## src/rtl/huffman_symbol_sequencer.sv

```systemverilog
// JPEG entropy symbol sequencer: turns one zigzag-ordered quantised block into
// DC / AC / ZRL / EOB symbols, keeping one DC predictor per colour component.
module huffman_symbol_sequencer #(
  parameter int COEF_W = 11,
  parameter int NCOEF  = 64,
  parameter int NCOMP  = 3,
  parameter int CID_W  = 2
) (
  input  logic                    clock,
  input  logic                    reset_n,
  input  logic                    blk_valid,
  output logic                    blk_ready,
  input  logic [NCOEF*COEF_W-1:0] blk_coef,
  input  logic [CID_W-1:0]        blk_comp,
  input  logic                    restart,
  output logic                    sym_valid,
  input  logic                    sym_ready,
  output logic [1:0]              sym_type,
  output logic [3:0]              sym_run,
  output logic [3:0]              sym_size,
  output logic [14:0]             sym_bits,
  output logic [CID_W-1:0]        sym_comp,
  output logic                    sym_last,
  output logic                    busy,
  output logic [2:0]              dbg_state
);
  localparam int KW = $clog2(NCOEF);
  localparam int RW = (KW < 5) ? 5 : KW;

  typedef enum logic [2:0] {S_IDLE, S_DC, S_SCAN, S_ZRL, S_AC, S_EOB} state_t;

  state_t                     r_state;
  logic [KW-1:0]              r_k;
  logic [KW-1:0]              r_lastnz;
  logic [RW-1:0]              r_run;
  logic signed [COEF_W-1:0]   r_coef [NCOEF];
  logic signed [COEF_W-1:0]   r_pred [NCOMP];

  logic signed [COEF_W-1:0]   w_pred_sel;
  logic signed [COEF_W-1:0]   w_coef0;
  logic signed [COEF_W:0]     w_diff;
  logic [KW-1:0]              w_lastnz;
  logic signed [COEF_W-1:0]   w_cur;
  logic [18:0]                w_dc_enc;
  logic [18:0]                w_ac_enc;
  logic                       w_accept;

  // Returns {category, amplitude bits}; negative values carry the one's complement of |v|.
  function automatic logic [18:0] encode(input logic signed [15:0] v);
    logic [14:0] mag;
    logic [14:0] mask;
    logic [14:0] amp;
    logic [3:0]  sz;
    mag = 15'(v[15] ? -v : v);
    sz = 4'd0;
    for (int i = 0; i < 15; i++)
      if (mag[i]) sz = 4'(i + 1);
    mask = (15'd1 << sz) - 15'd1;
    amp = v[15] ? ((v[14:0] - 15'd1) & mask) : v[14:0];
    return {sz, amp};
  endfunction

  assign w_accept  = (r_state == S_IDLE) && blk_valid;
  assign dbg_state = r_state;

  // A restart coinciding with an accept makes the new block predict from zero.
  always_comb begin
    w_pred_sel = '0;
    if (!restart)
      for (int c = 0; c < NCOMP; c++)
        if (blk_comp == CID_W'(c)) w_pred_sel = r_pred[c];
    w_coef0 = blk_coef[COEF_W-1:0];
    w_diff = {w_coef0[COEF_W-1], w_coef0} - {w_pred_sel[COEF_W-1], w_pred_sel};
    w_lastnz = '0;
    for (int k = 1; k < NCOEF; k++)
      if (blk_coef[k*COEF_W +: COEF_W] != '0) w_lastnz = KW'(k);
    w_cur = r_coef[r_k];
    w_dc_enc = encode(16'(w_diff));
    w_ac_enc = encode(16'(w_cur));
  end

  always_ff @(posedge clock or negedge reset_n) begin
    if (!reset_n) begin
      for (int c = 0; c < NCOMP; c++) r_pred[c] <= '0;
    end else begin
      for (int c = 0; c < NCOMP; c++) begin
        if (w_accept && blk_comp == CID_W'(c)) r_pred[c] <= w_coef0;
        else if (restart)                       r_pred[c] <= '0;
      end
    end
  end

  always_ff @(posedge clock) begin
    if (w_accept)
      for (int i = 0; i < NCOEF; i++) r_coef[i] <= blk_coef[i*COEF_W +: COEF_W];
  end

  // Handshake: a symbol is transferred on an edge where sym_valid && sym_ready;
  // until then every sym_* output holds. A block is taken when blk_valid && blk_ready.
  always_ff @(posedge clock or negedge reset_n) begin
    if (!reset_n) begin
      r_state   <= S_IDLE;
      r_k       <= '0;
      r_lastnz  <= '0;
      r_run     <= '0;
      blk_ready <= 1'b1;
      busy      <= 1'b0;
      sym_valid <= 1'b0;
      sym_type  <= '0;
      sym_run   <= '0;
      sym_size  <= '0;
      sym_bits  <= '0;
      sym_comp  <= '0;
      sym_last  <= 1'b0;
    end else begin
      case (r_state)
        S_IDLE: begin
          if (blk_valid) begin
            r_lastnz  <= w_lastnz;
            sym_valid <= 1'b1;
            sym_type  <= 2'd0;
            sym_run   <= 4'd0;
            sym_size  <= w_dc_enc[18:15];
            sym_bits  <= w_dc_enc[14:0];
            sym_comp  <= blk_comp;
            sym_last  <= 1'b0;
            busy      <= 1'b1;
            blk_ready <= 1'b0;
            r_state   <= S_DC;
          end
        end
        S_DC: begin
          if (sym_ready) begin
            if (r_lastnz == '0) begin
              sym_type <= 2'd3;
              sym_run  <= 4'd0;
              sym_size <= 4'd0;
              sym_bits <= '0;
              sym_last <= 1'b1;
              r_state  <= S_EOB;
            end else begin
              sym_valid <= 1'b0;
              r_k       <= KW'(1);
              r_run     <= '0;
              r_state   <= S_SCAN;
            end
          end
        end
        S_SCAN: begin
          if (w_cur == '0) begin
            r_run <= r_run + RW'(1);
            r_k   <= r_k + KW'(1);
          end else if (r_run >= RW'(16)) begin
            sym_valid <= 1'b1;
            sym_type  <= 2'd2;
            sym_run   <= 4'd15;
            sym_size  <= 4'd0;
            sym_bits  <= '0;
            sym_last  <= 1'b0;
            r_state   <= S_ZRL;
          end else begin
            sym_valid <= 1'b1;
            sym_type  <= 2'd1;
            sym_run   <= r_run[3:0];
            sym_size  <= w_ac_enc[18:15];
            sym_bits  <= w_ac_enc[14:0];
            sym_last  <= (r_k == KW'(NCOEF - 1));
            r_state   <= S_AC;
          end
        end
        S_ZRL: begin
          if (sym_ready) begin
            sym_valid <= 1'b0;
            r_run     <= r_run - RW'(16);
            r_state   <= S_SCAN;
          end
        end
        S_AC: begin
          if (sym_ready) begin
            if (r_k != r_lastnz) begin
              sym_valid <= 1'b0;
              r_k       <= r_k + KW'(1);
              r_run     <= '0;
              r_state   <= S_SCAN;
            end else if (r_lastnz != KW'(NCOEF - 1)) begin
              sym_type <= 2'd3;
              sym_run  <= 4'd0;
              sym_size <= 4'd0;
              sym_bits <= '0;
              sym_last <= 1'b1;
              r_state  <= S_EOB;
            end else begin
              sym_valid <= 1'b0;
              sym_type  <= '0;
              sym_run   <= '0;
              sym_size  <= '0;
              sym_bits  <= '0;
              sym_comp  <= '0;
              sym_last  <= 1'b0;
              busy      <= 1'b0;
              blk_ready <= 1'b1;
              r_state   <= S_IDLE;
            end
          end
        end
        S_EOB: begin
          if (sym_ready) begin
            sym_valid <= 1'b0;
            sym_type  <= '0;
            sym_run   <= '0;
            sym_size  <= '0;
            sym_bits  <= '0;
            sym_comp  <= '0;
            sym_last  <= 1'b0;
            busy      <= 1'b0;
            blk_ready <= 1'b1;
            r_state   <= S_IDLE;
          end
        end
        default: r_state <= S_IDLE;
      endcase
    end
  end
endmodule

```

## config.mk

```make
export PLATFORM = sky130hd
export DESIGN_NAME = huffman_symbol_sequencer
export DESIGN_NICKNAME = d
export VERILOG_FILES = /design/src/rtl/huffman_symbol_sequencer.sv
export SDC_FILE = /design/constraint.sdc
export NUM_CORES = 1
export LEC_CHECK = 0
export CAP_MARGIN = 20
export CORE_AREA = 5 5 286 288
export DETAILED_ROUTE_END_ITERATION = 7
export DIE_AREA = 0 0 291 293
export HOLD_SLACK_MARGIN = 0.02
export PLACE_DENSITY = 0.7
export SLEW_MARGIN = 15
export SYNTH_ARGS = -nofsm -noshare
export SYNTH_HDL_FRONTEND = slang
export SYNTH_SLANG_ARGS = --single-unit
```

## constraint.sdc

```tcl
create_clock -name clock -period 28.9 [get_ports clock]
set_clock_uncertainty 0.1 [all_clocks]
set_input_delay 2.89 -clock clock [delete_from_list [all_inputs] [get_ports clock]]
set_output_delay 2.89 -clock clock [all_outputs]
set_load 0.01 [all_outputs]
```

==> results.sh <==
export IMPL_postRouteAntennaNets=0
export IMPL_drc_errors=0
export IMPL_fin_nets=3969
export IMPL_rsz0062_at_grt="no"
export IMPL_first_iter_violations=3158
export IMPL_synth_seq_cells=789
export IMPL_grtUsageTotal=0.304
export IMPL_synth_warnings=0
export IMPL_netlist_area_leader_share=0.587
export IMPL_max_cap_violations=0
export IMPL_synth_adder_area_share=0.00681
export IMPL_worst_setup_path_type="input pin to flop"
export IMPL_fin_ws_ns=19.03
export IMPL_synthArstFlopShare=0.108
export IMPL_vias=27200
export IMPL_core_sq_mm=0.0786
export IMPL_drive_above_1_share=0.100
export IMPL_ir_drop_v=0.0000538
export IMPL_synth_edff_count=704
export IMPL_cts_tree="built"
export IMPL_synth_simple_gate_area_frac=0.108
export IMPL_synth_distinct_cells=102
export IMPL_cts_root_buf="clkbuf_16"
export IMPL_hold_violations=0
export IMPL_cts_hold_buf=0
export IMPL_whs_ns=0.377
export IMPL_numCtsBuffers=82
export IMPL_drt_total_wl_microns=135000
export IMPL_dieArea_sq_mm=0.0853
export IMPL_start_kind="input pin"
export IMPL_synth_most_common_cell="edfxtp_1"
export IMPL_synth_area_leaders="edfxtp_1, mux4_2, dfrtp_1"
export IMPL_row_count=103
export IMPL_grt_pass1_wl_microns=190000
export IMPL_cts_resized_gates=0
export IMPL_nFillCells=6064
export IMPL_syn_area_sq_mm=0.0360
export IMPL_routabilityCongestion=0.991
export IMPL_path_clk_slew_ns=0.06
export IMPL_worst_slew_pin_transition_ns=1.15
export IMPL_pre_cts_ws_ns=18.59
export IMPL_seq_area_frac_synth=0.647
export IMPL_grt_max_degree=186
export IMPL_ios=745
export IMPL_clock_sinks=789
export IMPL_stdcell_count=4383
export IMPL_cts_buffer_depth=3
export IMPL_synthToLayoutAreaGrowth_pct=31.5
export IMPL_grt_overflow=0
export IMPL_fin_crit_ns=9.87
export IMPL_syn_inst=2496
export IMPL_synth_avg_cell_area_sq_um=14.4
export IMPL_synthMuxAreaShare=0.121
export IMPL_grt_antenna_before_repair=35
export IMPL_end_kind="flop"
export IMPL_cts_htree_levels=3
export IMPL_finalSetupViolCount=0
export IMPL_powerDensity_mw_per_mm2=82.3
export IMPL_ys_flop_type="edfxtp_1"
export IMPL_crit_fanout=15
export IMPL_slew_viol_final=0
export IMPL_avgRoutedWirePerCell_microns=30.8
export IMPL_worstPathArrival_ns=10.31
export IMPL_p_leak_nw=15.3
export IMPL_grt_pass1_vias=27200
export IMPL_synth_fp_nets=3226
export IMPL_hold_class="flop to flop"
export IMPL_slew_headroom=0.224
export IMPL_placedCellCount=4204
export IMPL_synth_top_family_by_area="multiplexers"
export IMPL_drt_vias_per_instance=6.21
export IMPL_synth_compound_area_frac=0.0910
export IMPL_power_mw=3.90
export IMPL_fmax_mhz=101
export IMPL_postCtsSetupRepairBufs=0
export IMPL_fp_dieW_microns=291
export IMPL_fp_dieH_microns=293
export IMPL_firstDrtPassIters=6
export IMPL_synth_xor_area_share=0.00754
export IMPL_hpwl_microns=107000
export IMPL_synthTopCellsByCount="edfxtp_1, mux2i_1, nand2_1, nor4_1, o21ai_0"
export IMPL_clk_latency_ns=0.66
export IMPL_fin_crit_sh=0.342
export IMPL_outcome="finished clean"
export IMPL_tns_ns=0
export IMPL_io_buffers=744
export IMPL_start_util=0.458
export IMPL_yosysTopAreaCell="edfxtp_1"
export IMPL_critPathRequiredTime_ns=29.34
[area by class of cell]
cell class,count,area (sq um),share of cell area
antenna,27,67.6,0.00143
clock buffer,100,2160,0.0457
clock inverter,51,588,0.0124
inverter,28,113,0.00238
multi-input combinational,1560,12100,0.255
sequential,789,23300,0.492
tap,1050,1310,0.0278
timing repair buffer,778,7720,0.163
[critical path, cell delays in order]
cell,delay (ns)
clkdlybuf4s50_1,0.82
nor2b_1,0.78
a21oi_1,0.16
nor2_1,0.12
ha_1,0.17
inv_1,0.06
fa_1,0.44
xnor2_1,0.51
and2_1,0.23
nand2_1,0.14
a211oi_1,0.78
nand3_1,0.29
nor2_1,0.27
o221ai_1,0.16
o211ai_1,0.75
a21oi_1,0.20
nand2_1,0.12
ha_1,0.32
o211ai_1,0.20
a311o_1,0.36
a311oi_1,0.30
a41oi_1,0.08
o21ai_0,0.16
[per-layer routing]
layer	vias up	part of all wire	global-route usage
li1	11600	-	-
met1	13700	0.38	0.398
met2	1664	0.49	0.508
met3	258	0.090	0.0611
met4	14	0.040	0.115
met5	-	0.00073	0
[registers in the layout (all words and copies together), names as in the netlist]
name       count
r_coef       704
r_pred        33
sym_bits      15
r_k            6
r_lastnz       6
r_run          6
sym_run        4
sym_size       4
dbg_state      3
sym_comp       2
sym_type       2
blk_ready      1
busy           1
sym_last       1
sym_valid      1
[layout by cell type (no fill, tap or decap), drive strengths merged, types with 15 or more instances in the layout]
master / instances
a21oi: 81
a22o: 17
a22oi: 65
a31oi: 23
and2: 15
and3: 17
buf: 36
clkbuf: 100
clkdlybuf4s50: 742
clkinv: 42
dfrtp: 84
diode: 27
edfxtp: 704
ha: 18
inv: 29
mux2i: 155
mux4: 122
nand2: 142
nand2b: 53
nand3: 107
nand4: 15
nor2: 109
nor2b: 18
nor3: 91
nor4: 142
o21ai: 127
o31ai: 19
xnor2: 19
[final timing paths]
| kind | from | end | slack, ns | depth (start not counted) |
|---|---|---|---|---|
| setup / recovery | blk_comp[0] | sym_bits[10] | 19.03 | 23 |
| hold / removal | sym_run[1] | sym_run[1] | 0.38 | 2 |
| setup reg to reg | r_k[1] | sym_bits[6] | 20.02 | 24 |
| hold reg to reg | sym_run[1] | sym_run[1] | 0.38 | 2 |
| max in group asynchronous | reset_n | r_k[1] | 25.39 | 2 |
| min in group asynchronous | reset_n | r_pred[26] | 2.07 | 1 |
[cells by family (layout without fill, tap and decap cells)]
group                    Yosys count  after routing
flip-flops                       789            789
AND/OR/NAND/NOR                  750            750
AO/OA/AOI/OAI                    479            479
multiplexers                     281            281
buffers and inverters            147            957
XOR/XNOR                          31             31
adder cells (fa/ha/maj)           19             19
other                              0             27
[report_power, final]
part,internal [mW],leakage (nW),switching [mW]
Sequential,1.50,7.56,0.0877
Clock,0.613,1.35,0.460
Combinational,0.492,6.43,0.740
Total,2.61,15.3,1.29
[stage by stage]
step	cell area, sq um	util
floorplan	36000	-
global placement	44500	0.566
detailed placement	44500	0.566
CTS	47200	0.601
global route	47300	0.602
finish	47300	0.602
No activity file was read; power rests on OpenSTA's default activity.
